$ cat src/rtl/oled_pkg.sv
// Shared definitions for the SSD1331 SPI arbiter slice.
//   arb_state_t        : arbiter FSM states (fixed 2-bit encoding)
//   NUM_REQ_DEF        : default requester count
//   WIDTH_DEF          : default byte width
//   DC_CMD / DC_DATA   : D/C line encoding toward the SSD1331
package oled_pkg;

    typedef enum logic [1:0] {
        IDLE      = 2'd0,
        GRANT     = 2'd1,
        WAIT_LOW  = 2'd2,
        WAIT_HIGH = 2'd3
    } arb_state_t;

    localparam int unsigned NUM_REQ_DEF = 3;
    localparam int unsigned WIDTH_DEF   = 8;

    localparam logic DC_CMD  = 1'b0;
    localparam logic DC_DATA = 1'b1;

endpackage

$ cat src/rtl/oled_spi_arbiter_if.sv
// Bundle between the requester blocks / SPI byte transmitter and the arbiter.
//   i_REQ/i_DATA/i_DC/i_LAST : per-requester byte offer (flattened, requester k
//                              owns i_DATA[k*WIDTH +: WIDTH])
//   o_GNT/o_ACK              : one-hot grant and per-byte take pulse
//   o_START/o_DATA/o_DC      : transmitter start pulse and held byte/D-C
//   i_READY                  : transmitter idle handshake
//   o_BUSY/o_ERR             : arbiter activity and sticky timeout flag
// Modport slave is the arbiter side; master is the environment side.
interface oled_spi_arbiter_if
    import oled_pkg::*;
#(
    parameter int unsigned NUM_REQ = NUM_REQ_DEF,
    parameter int unsigned WIDTH   = WIDTH_DEF
);
    logic [NUM_REQ-1:0]       i_REQ;
    logic [NUM_REQ*WIDTH-1:0] i_DATA;
    logic [NUM_REQ-1:0]       i_DC;
    logic [NUM_REQ-1:0]       i_LAST;
    logic [NUM_REQ-1:0]       o_GNT;
    logic [NUM_REQ-1:0]       o_ACK;
    logic                     o_START;
    logic [WIDTH-1:0]         o_DATA;
    logic                     o_DC;
    logic                     i_READY;
    logic                     o_BUSY;
    logic                     o_ERR;

    modport slave (
        input  i_REQ, i_DATA, i_DC, i_LAST, i_READY,
        output o_GNT, o_ACK, o_START, o_DATA, o_DC, o_BUSY, o_ERR
    );

    modport master (
        output i_REQ, i_DATA, i_DC, i_LAST, i_READY,
        input  o_GNT, o_ACK, o_START, o_DATA, o_DC, o_BUSY, o_ERR
    );
endinterface

$ cat src/rtl/oled_rr_picker.sv
// Combinational round-robin picker: first set bit of req at or above ptr,
// wrapping from NUM_REQ-1 back to 0.
//   req : request vector
//   ptr : search start index
//   gnt : one-hot winner (all zero when nothing requested)
//   idx : binary index of the winner
//   any : at least one request present
module oled_rr_picker
    import oled_pkg::*;
#(
    parameter int unsigned NUM_REQ = NUM_REQ_DEF,
    localparam int unsigned IDX_W  = $clog2(NUM_REQ)
) (
    input  logic [NUM_REQ-1:0] req,
    input  logic [IDX_W-1:0]   ptr,
    output logic [NUM_REQ-1:0] gnt,
    output logic [IDX_W-1:0]   idx,
    output logic               any
);
    always_comb begin
        logic [IDX_W-1:0] k;
        gnt = '0;
        idx = '0;
        any = 1'b0;
        k   = '0;
        for (int unsigned i = 0; i < NUM_REQ; i++) begin
            k = IDX_W'((32'(ptr) + i) % NUM_REQ);
            if (!any && req[k]) begin
                any    = 1'b1;
                idx    = k;
                gnt[k] = 1'b1;
            end
        end
    end
endmodule

$ cat src/rtl/oled_spi_arbiter.sv
// Round-robin arbiter/sequencer sharing one SSD1331 SPI byte transmitter
// between several requesters, with burst lock on i_LAST.
//   i_CLK : system clock
//   i_RST : synchronous active-high reset
//   bus   : oled_spi_arbiter_if.slave (requester offers, grant/ack,
//           transmitter start/byte/ready, busy/error status)
// Optional: define OLED_ARB_TIMEOUT_EN to enable the WAIT_LOW/WAIT_HIGH
// watchdog (TIMEOUT_CYCLES) and the sticky o_ERR flag; otherwise o_ERR is 0.
module oled_spi_arbiter
    import oled_pkg::*;
#(
    parameter int unsigned NUM_REQ        = NUM_REQ_DEF,
    parameter int unsigned WIDTH          = WIDTH_DEF,
    parameter int unsigned TIMEOUT_CYCLES = 1000000
) (
    input  logic               i_CLK,
    input  logic               i_RST,
    oled_spi_arbiter_if.slave  bus
);
    localparam int unsigned IDX_W = $clog2(NUM_REQ);

    if (NUM_REQ < 2 || NUM_REQ > 8) begin : g_bad_num_req
        $error("oled_spi_arbiter: NUM_REQ must be 2..8");
    end
    if (TIMEOUT_CYCLES < 1) begin : g_bad_timeout
        $error("oled_spi_arbiter: TIMEOUT_CYCLES must be at least 1");
    end

    arb_state_t           state_q, state_d;
    logic [IDX_W-1:0]     ptr_q, ptr_d;
    logic [IDX_W-1:0]     gidx_q, gidx_d;
    logic [NUM_REQ-1:0]   gnt_q, gnt_d;
    logic [NUM_REQ-1:0]   ack_q, ack_d;
    logic                 start_q, start_d;
    logic [WIDTH-1:0]     data_q, data_d;
    logic                 dc_q, dc_d;
    logic                 last_q, last_d;
    logic                 busy_q;
    logic                 timeout;

    logic [NUM_REQ-1:0]   pick_gnt;
    logic [IDX_W-1:0]     pick_idx;
    logic                 pick_any;
    logic [WIDTH-1:0]     data_arr [NUM_REQ];

    for (genvar k = 0; k < NUM_REQ; k++) begin : g_unpack
        assign data_arr[k] = bus.i_DATA[k*WIDTH +: WIDTH];
    end

    function automatic logic [IDX_W-1:0] next_ptr(input logic [IDX_W-1:0] g);
        return (g == IDX_W'(NUM_REQ - 1)) ? '0 : g + 1'b1;
    endfunction

    oled_rr_picker #(.NUM_REQ(NUM_REQ)) u_picker (
        .req (bus.i_REQ),
        .ptr (ptr_q),
        .gnt (pick_gnt),
        .idx (pick_idx),
        .any (pick_any)
    );

`ifdef OLED_ARB_TIMEOUT_EN
    localparam int unsigned TMO_W = $clog2(TIMEOUT_CYCLES + 1);
    logic [TMO_W-1:0] tmo_q;
    logic             err_q;

    // tmo_q counts cycles spent in the current state and saturates one below
    // the limit, so the watchdog fires on the TIMEOUT_CYCLES-th waiting cycle.
    assign timeout = (state_q == WAIT_LOW || state_q == WAIT_HIGH) &&
                     (tmo_q == TMO_W'(TIMEOUT_CYCLES - 1));

    always_ff @(posedge i_CLK) begin
        if (i_RST) begin
            tmo_q <= '0;
            err_q <= 1'b0;
        end else begin
            if (state_d != state_q)
                tmo_q <= '0;
            else if (tmo_q != TMO_W'(TIMEOUT_CYCLES - 1))
                tmo_q <= tmo_q + 1'b1;
            if (timeout)
                err_q <= 1'b1;
        end
    end

    assign bus.o_ERR = err_q;
`else
    assign timeout   = 1'b0;
    assign bus.o_ERR = 1'b0;
`endif

    always_comb begin
        state_d = state_q;
        ptr_d   = ptr_q;
        gidx_d  = gidx_q;
        gnt_d   = gnt_q;
        ack_d   = '0;
        start_d = 1'b0;
        data_d  = data_q;
        dc_d    = dc_q;
        last_d  = last_q;
        case (state_q)
            IDLE: begin
                if (pick_any) begin
                    gnt_d   = pick_gnt;
                    gidx_d  = pick_idx;
                    state_d = GRANT;
                end
            end
            GRANT: begin
                if (!bus.i_REQ[gidx_q]) begin
                    gnt_d   = '0;
                    state_d = IDLE;
                end else if (bus.i_READY) begin
                    start_d        = 1'b1;
                    ack_d[gidx_q]  = 1'b1;
                    data_d         = data_arr[gidx_q];
                    dc_d           = bus.i_DC[gidx_q];
                    last_d         = bus.i_LAST[gidx_q];
                    state_d        = WAIT_LOW;
                end
            end
            WAIT_LOW: begin
                if (!bus.i_READY)
                    state_d = WAIT_HIGH;
            end
            WAIT_HIGH: begin
                if (bus.i_READY) begin
                    if (last_q || !bus.i_REQ[gidx_q]) begin
                        gnt_d   = '0;
                        ptr_d   = next_ptr(gidx_q);
                        state_d = IDLE;
                    end else begin
                        state_d = GRANT;
                    end
                end
            end
            default: state_d = IDLE;
        endcase
        // Watchdog abort overrides whatever the wait states decided.
        if (timeout) begin
            gnt_d   = '0;
            ptr_d   = next_ptr(gidx_q);
            state_d = IDLE;
        end
    end

    always_ff @(posedge i_CLK) begin
        if (i_RST) begin
            state_q <= IDLE;
            ptr_q   <= '0;
            gidx_q  <= '0;
            gnt_q   <= '0;
            ack_q   <= '0;
            start_q <= 1'b0;
            data_q  <= '0;
            dc_q    <= DC_CMD;
            last_q  <= 1'b0;
            busy_q  <= 1'b0;
        end else begin
            state_q <= state_d;
            ptr_q   <= ptr_d;
            gidx_q  <= gidx_d;
            gnt_q   <= gnt_d;
            ack_q   <= ack_d;
            start_q <= start_d;
            data_q  <= data_d;
            dc_q    <= dc_d;
            last_q  <= last_d;
            // Registered from the next state so o_BUSY lines up with state_q.
            busy_q  <= (state_d != IDLE);
        end
    end

    assign bus.o_GNT   = gnt_q;
    assign bus.o_ACK   = ack_q;
    assign bus.o_START = start_q;
    assign bus.o_DATA  = data_q;
    assign bus.o_DC    = dc_q;
    assign bus.o_BUSY  = busy_q;
endmodule

$ cat src/flat_wrapper.sv
// flat-port wrapper written by rule: the top's interface ports become plain ports
module oled_spi_arbiter_flat import oled_pkg::*;
#(
    parameter int unsigned NUM_REQ        = NUM_REQ_DEF,
    parameter int unsigned WIDTH          = WIDTH_DEF,
    parameter int unsigned TIMEOUT_CYCLES = 1000000
)
  (i_CLK, i_RST, bus_i_REQ, bus_i_DATA, bus_i_DC, bus_i_LAST, bus_i_READY, bus_o_GNT, bus_o_ACK, bus_o_START, bus_o_DATA, bus_o_DC, bus_o_BUSY, bus_o_ERR);
  oled_spi_arbiter_if #(.NUM_REQ(NUM_REQ), .WIDTH(WIDTH)) bus_i ();
  input  logic i_CLK;
  input  logic i_RST;
  input wire logic [$bits(bus_i.i_REQ)-1:0] bus_i_REQ;
  input wire logic [$bits(bus_i.i_DATA)-1:0] bus_i_DATA;
  input wire logic [$bits(bus_i.i_DC)-1:0] bus_i_DC;
  input wire logic [$bits(bus_i.i_LAST)-1:0] bus_i_LAST;
  input wire logic [$bits(bus_i.i_READY)-1:0] bus_i_READY;
  output wire logic [$bits(bus_i.o_GNT)-1:0] bus_o_GNT;
  output wire logic [$bits(bus_i.o_ACK)-1:0] bus_o_ACK;
  output wire logic [$bits(bus_i.o_START)-1:0] bus_o_START;
  output wire logic [$bits(bus_i.o_DATA)-1:0] bus_o_DATA;
  output wire logic [$bits(bus_i.o_DC)-1:0] bus_o_DC;
  output wire logic [$bits(bus_i.o_BUSY)-1:0] bus_o_BUSY;
  output wire logic [$bits(bus_i.o_ERR)-1:0] bus_o_ERR;
  assign bus_i.i_REQ = bus_i_REQ;
  assign bus_i.i_DATA = bus_i_DATA;
  assign bus_i.i_DC = bus_i_DC;
  assign bus_i.i_LAST = bus_i_LAST;
  assign bus_i.i_READY = bus_i_READY;
  assign bus_o_GNT = bus_i.o_GNT;
  assign bus_o_ACK = bus_i.o_ACK;
  assign bus_o_START = bus_i.o_START;
  assign bus_o_DATA = bus_i.o_DATA;
  assign bus_o_DC = bus_i.o_DC;
  assign bus_o_BUSY = bus_i.o_BUSY;
  assign bus_o_ERR = bus_i.o_ERR;
  oled_spi_arbiter #(.NUM_REQ(NUM_REQ), .WIDTH(WIDTH), .TIMEOUT_CYCLES(TIMEOUT_CYCLES)) u_core (.i_CLK(i_CLK), .i_RST(i_RST), .bus(bus_i));
endmodule
$ cat config.mk
export PLATFORM = sky130hd
export DESIGN_NAME = oled_spi_arbiter_flat
export DESIGN_NICKNAME = d
export VERILOG_FILES = /design/src/rtl/oled_pkg.sv /design/src/rtl/oled_spi_arbiter_if.sv /design/src/rtl/oled_rr_picker.sv /design/src/rtl/oled_spi_arbiter.sv /design/src/flat_wrapper.sv
export SDC_FILE = /design/constraint.sdc
export NUM_CORES = 1
export LEC_CHECK = 0
export CORE_MARGIN = 3
export CORE_UTILIZATION = 35
export CTS_CLUSTER_DIAMETER = 200
export DETAILED_ROUTE_END_ITERATION = 12
export PLACE_DENSITY = 0.66
export REMOVE_ABC_BUFFERS = 1
export SYNTH_ARGS = -nofsm -noshare
export SYNTH_HDL_FRONTEND = slang
export SYNTH_SLANG_ARGS = --single-unit
$ cat constraint.sdc
create_clock -name i_CLK -period 4.66 [get_ports i_CLK]
set_clock_uncertainty 0.05 [all_clocks]
set_input_delay 0.932 -clock i_CLK [delete_from_list [all_inputs] [get_ports i_CLK]]
set_output_delay 0.932 -clock i_CLK [all_outputs]
set_load 0.01 [all_outputs]
* Word-level counts from Yosys, hierarchy flattened *
Index checks and enable logic that the tools add are counted.

word-level totals
  register bits after elaboration = 24
  bits of input ports = 36
  output and inout bits = 18
  word-level logic and storage cells = 104

cells by class
  add/subtract/negate cells = 3
  divide/modulo/power cells = 3
  magnitude comparators = 9
  eq/ne operators = 8
  muxes and demuxes = 46
  bitwise logic cells = 6
  reductions and logical operators = 19

operators by type and width
  kind                                                                           count
  32-bit by 2-bit remainder unit with 32-bit output (second input constant)      2
  2-bit by 2-bit remainder unit with 32-bit output (second input constant)       1
  3-bit 2-to-1 mux                                                               7
  2-bit 2-to-1 mux                                                               9
  8-bit binary-select mux with 2-bit select                                      1
  8-bit 2-to-1 mux                                                               2
  1-bit 2-to-1 mux                                                               15
  1-bit binary-select mux with 2-bit select                                      6
  2-bit by 3-bit less-than comparator with 1-bit output (second input constant)  4
  3-bit case mux with 3 select lines                                             1
  1-bit demux with 2-bit select                                                  4
  2-bit by 1-bit >= comparator with 1-bit output (second input constant)         4
  2-bit case mux with 4 select lines                                             1
  2-bit == test (second input constant)                                          3
  1-bit logical AND                                                              6
  3-bit bitwise OR                                                               2
  3-bit AND reduction                                                            2
  5-bit AND reduction                                                            1
  2-bit by 1-bit inequality test with 1-bit output (second input constant)       2
  2-bit inequality test (second input constant)                                  2
  4-bit OR reduction                                                             1
  2-bit by 1-bit adder with 3-bit output (second input constant)                 1
  2-bit by 2-bit adder with 3-bit output (second input constant)                 1
  3-bit >= comparator (second input constant)                                    1
  11 further kinds                                                               15

* Longest topological paths before layout *
  depth in word-level cells = 13
  depth in mapped cells = 8
  mapped depth without buffers = 7

* By module *
Synthesis repeated with hierarchy kept, for this count alone.

unflattened totals
  cell total of the unflattened synthesis = 190
  area, all modules = 1686.6 um^2

modules (own cells, without submodules)
  module            instances  cells an instance  area each (um^2)  sequential area each (um^2)
  oled_spi_arbiter  1          137                1338.8            480.5
  oled_rr_picker    1          53                 347.8             0.0

* Worst setup path after synthesis *
OpenSTA, ideal clock, no wires.

  path kind = input to register
  from = input bus_i_REQ[2]
  to = register u_core.gnt_q[2], in the netlist u_core.bus.o_GNT[2]
  setup time = 0.069 ns
  data arrival time = 2.184 ns
  data required time = 4.541 ns
  slack = 2.357 ns
  stages = 6
  path buffers = 1
  path through = buf_4 -> mux2i_1 -> o22a_2 -> o32ai_4 -> or4b_1 -> o21ai_1

on the way
  word-level cells in the longest chain between the ends = 11
  elaborated cells between the ends (all ways) = 28
  classes of those cells = eq/ne (3); mux (16); bitwise (2); reduce/logical (7)

RTL lines
  element                                                                                         RTL line                 source
  start, declared                                                                                 flat_wrapper.sv:12       input wire logic [$bits(bus_i.i_REQ)-1:0] bus_i_REQ;
  1-bit binary-select mux with 2-bit select                                                       oled_rr_picker.sv:28     if (!any && req[k]) begin
  1-bit 2-to-1 mux (not written as such)                                                          oled_rr_picker.sv:28
  1-bit 2-to-1 mux                                                                                oled_rr_picker.sv:28
  1-bit zero test                                                                                 oled_rr_picker.sv:28
  1-bit logical AND                                                                               oled_rr_picker.sv:28
  1-bit 2-to-1 mux                                                                                oled_rr_picker.sv:28
  1-bit zero test                                                                                 oled_rr_picker.sv:28
  1-bit logical AND                                                                               oled_rr_picker.sv:28
  1-bit 2-to-1 mux or 3-bit 2-to-1 mux (tied branches)                                            oled_rr_picker.sv:28
  2-bit by 1-bit inequality test with 1-bit output (no line) or 3-bit 2-to-1 mux (tied branches)  -
  5-bit AND reduction (no line) or 3-bit case mux with 3 select lines (tied branches)             -
  end signal, assigned                                                                            oled_spi_arbiter.sv:164  gnt_q <= gnt_d;
  end, declared                                                                                   oled_spi_arbiter.sv:32   logic [NUM_REQ-1:0] gnt_q, gnt_d;

Parallel ways exist; a longest one is shown, timed or not. The select of a mux whose other input is x is not followed.
A chain may end at the register's enable or synchronous reset.

* Worst setup path after layout *
Ends and elaborated chain as after synthesis.

==> key figures <==
Outcome
  • Outcome: completed

Clock network
  • Hold_buf cts: 0
  • Clk_lat worst skew: approximately 260 ps
  • Clock root cell: clkbuf_8
  • Clock slew at reported path FFs: around 80 ps
  • Clock buffer depth: 2
  • Setup bufs post-CTS: 0
  • CTS tree: done
  • Total CTS buffers: 3
  • CTS resizes: 0
  • CTS Sinks: 24
  • H-tree levels: 1

Yosys
  • Top cells by area, synth: dfxtp_1 33%, mux2i_1 12%, nor2_1 8.0%
  • Ys async rst share: 0%
  • Number of synthesized register bits: 24
  • Post-synth top area share: ~33%
  • Post-synth EDFFs: 0
  • Post-Syn Instances: about 180
  • Most frequent cells after synthesis: 31 x nor2_1, 24 x dfxtp_1, 17 x a21oi_1, 17 x mux2i_1, 11 x a211oi_1
  • Primary FF master, synth: dfxtp_1
  • Synth area leader: dfxtp_1
  • Synth unique cells: between 40 and 50
  • Yosys warns: 0
  • Register area share after synthesis: approximately 33%
  • Mean Syn Cell Area: slightly above 8 sq um
  • Mapped cell area: ~0.0014 sq mm
  • Most common cell in the netlist: nor2_1

Min path
  • Worst min-delay path startpoint: u_core.bus.o_GNT[2]
  • Worst hold path depth: 2
  • Hold endpoint: u_core.bus.o_GNT[2]
  • Worst min path class: reg2reg

Worst setup path
  • CP Data Arrival Time: between 2000 and 3000 ps
  • CP peak stage delay: 640 ps
  • Reg-to-reg slack, setup: around 2500 ps
  • Path depth of the worst reg2reg path: 6
  • Crit start category: input pin
  • Setup Crit Path Kind: in2reg
  • Worst Path Max Fanout: 10
  • Reg2reg end: u_core.last_q
  • Critical path's slowest cell: clkdlybuf4s50_1
  • Crit path capture type: flip-flop
  • Critical path required time: 4810 ps
  • Crit-path cells: clkdlybuf4s50_1 -> mux2i_1 -> o22a_2 -> o32ai_4 -> or4b_1 -> o21ai_1
  • CP Buf/Inv Count: 1
  • Critical R2R Launch: u_core.gidx_q[1]
  • Crit path max-delay family: compound AO/OA/AOI/OAI gates

Drt
  • WL final: roughly 3400 um
  • Max layer used: met4
  • Metal-1 WL: 1630 um
  • Detailed-route wire length per cell: 12.8 um
  • DR vias: roughly 1400
  • Vias per cell: just over 5
  • Met2 WL post-DR: 1680 um
  • WL met3: 108 um
  • Initial drt markers: 50
  • Drc violations: 0
  • Antenna-violating nets left: 0
  • Drt pass-1 iters: 4

Final layout
  • Finished Core Util: about 53%
  • Nets: between 200 and 300
  • Fraction of layout cells with a size suffix above 1: 3.64%
  • Ant. Diodes: 0
  • P&R area growth vs syn: 40.0%

Timing
  • Max transition margin: roughly 44%
  • Final hold vios: 0
  • Slew Viols, Final: 0
  • Final TNS setup: 0 ps
  • Fmax achieved: about 370 MHz
  • Worst-Margin Slew: around 840 ps
  • Final Cycle Share: between 50% and 60%
  • Final min period: around 2700 ps
  • Final setup viols: 0
  • RSZ-0062 raised after global routing: no

Global route
  • Vias in the first global route: around 1200
  • Global-route wire length before repair: 5780 um
  • Largest net degree at the start of global routing: 25
  • GRT Overall Usage: around 14%
  • Initial antenna violation count: 0
  • Grt ovf: 0

Floorplan
  • Die height: roughly 70 um
  • Row cnt: 22
  • CORE AREA: 0.00383 sq mm
  • # IOs: 54
  • Initial Utilization: 37.8%
  • Die X: between 70 and 80 um
  • Die Area: between 0.004 and 0.005 sq mm

Placed design
  • Post-DP HPWL: roughly 2600 um
  • Input/output buffers: 52
  • Routability Congestion: about 0.84

Power
  • Switching pwr: 0.000138 W
  • Flop pwr share: between 40% and 50%
  • Pwr dens: around 250 mW/mm^2
  • Comb pwr share: about a quarter
  • Clock Power Share: approximately 27%
  • Switching share of power: approximately 27%
  • Pint: around 0.00037 W
  • P_leak: between 0.7 and 0.8 nW
  • Total Power: a little over 0.0005 W
  • Max VDD drop: between 0.15 and 0.2 mV

Flow run
  • Maxcap violations: 0
==> worst register-to-register path, stage by stage, from the launching register on <==
cell and delay, ps:
dfxtp_1 870, mux2i_1 160, o21a_1 280, nor3_2 170
buf_4 260, nor2_1 60, a211oi_1 230
==> state kept, by name (all words and copies together) (netlist names) <==
name / cells
u_core.state_q: 2
u_core.bus.o_BUSY: 1
u_core.bus.o_GNT: 3
u_core.bus.o_DC: 1
u_core.ptr_q: 2
u_core.bus.o_DATA: 8
u_core.bus.o_START: 1
u_core.bus.o_ACK: 3
u_core.gidx_q: 2
u_core.last_q: 1
==> how the worst max path moves through the flow <==
stage	from	to	slack, ps	cells after the start
floorplan	bus_i_REQ[2]	u_core.bus.o_DATA[0]	2330	5
global placement	bus_i_REQ[2]	u_core.bus.o_GNT[2]	1700	6
detailed placement	bus_i_REQ[2]	u_core.bus.o_GNT[2]	1650	6
CTS	bus_i_REQ[2]	u_core.bus.o_GNT[2]	1920	6
global route	bus_i_REQ[2]	u_core.bus.o_GNT[2]	1810	6
finish	bus_i_REQ[2]	u_core.bus.o_GNT[2]	1920	6
==> kinds of logic after synthesis <==
| family | synth area share, % |
|---|---|
| other | 0.259 |
| DFF | 33.2 |
| and+or+nand+nor | 19.8 |
| buffers and inverters | 5.96 |
| adders and majority gates | 3.46 |
| AOI/OAI and AO/OA | 25.6 |
| muxes | 11.8 |
==> layout by cell type (no fill, tap or decap), types with 2 or more instances in the layout <==
cell type,instances
clkdlybuf4s50_1,52
nor2_1,31
dfxtp_1,24
a21oi_1,17
mux2i_1,17
a211oi_1,11
nand2_1,9
inv_1,6
nand2b_1,6
ha_1,4
clkbuf_8,4
nor2b_1,3
o21ai_0,2
o221ai_1,2
nand3b_1,2
o2111ai_1,2
o211ai_1,2
o21ai_1,2
and2_1,2
==> metrics by stage <==
stage,std cells,setup slack (ps),hold WS [ps],instance area [sq um]
after floorplan,163,2330,436,1380
after global placement,264,1700,415,1970
after detailed placement,264,1650,416,1970
after CTS,268,1920,428,2030
final,268,1920,427,2030
after global routing,268,1810,471,2030
==> metal layers <==
layer	global-route usage (%)	vias to the layer above
met3	2.30	2
met5	0	-
met1	19.4	617
li1	-	723
met2	22.9	25
met4	3.19	0
==> power groups by stage <==
| stage | Sequential, W | Clock (W) | Combinational [W] |
|---|---|---|---|
| floorplan | 0.000243 | 0 | 0.0000667 |
| CTS | 0.000238 | 0.000142 | 0.000137 |
| detailed placement | 0.000243 | 0 | 0.000137 |
| global placement | 0.000243 | 0 | 0.000136 |
| finish | 0.000238 | 0.000138 | 0.000136 |
| global route | 0.000241 | 0.000152 | 0.000150 |
==> cell type report <==
class,instances,area (sq um)
inverters,6,22.5
clock buffers,4,55.1
well taps,48,60.1
repair buffers,53,528
flip-flops and latches,24,480
fillers,374,1800
multi-input cells,133,881
No activity file was read; power rests on OpenSTA's default activity.
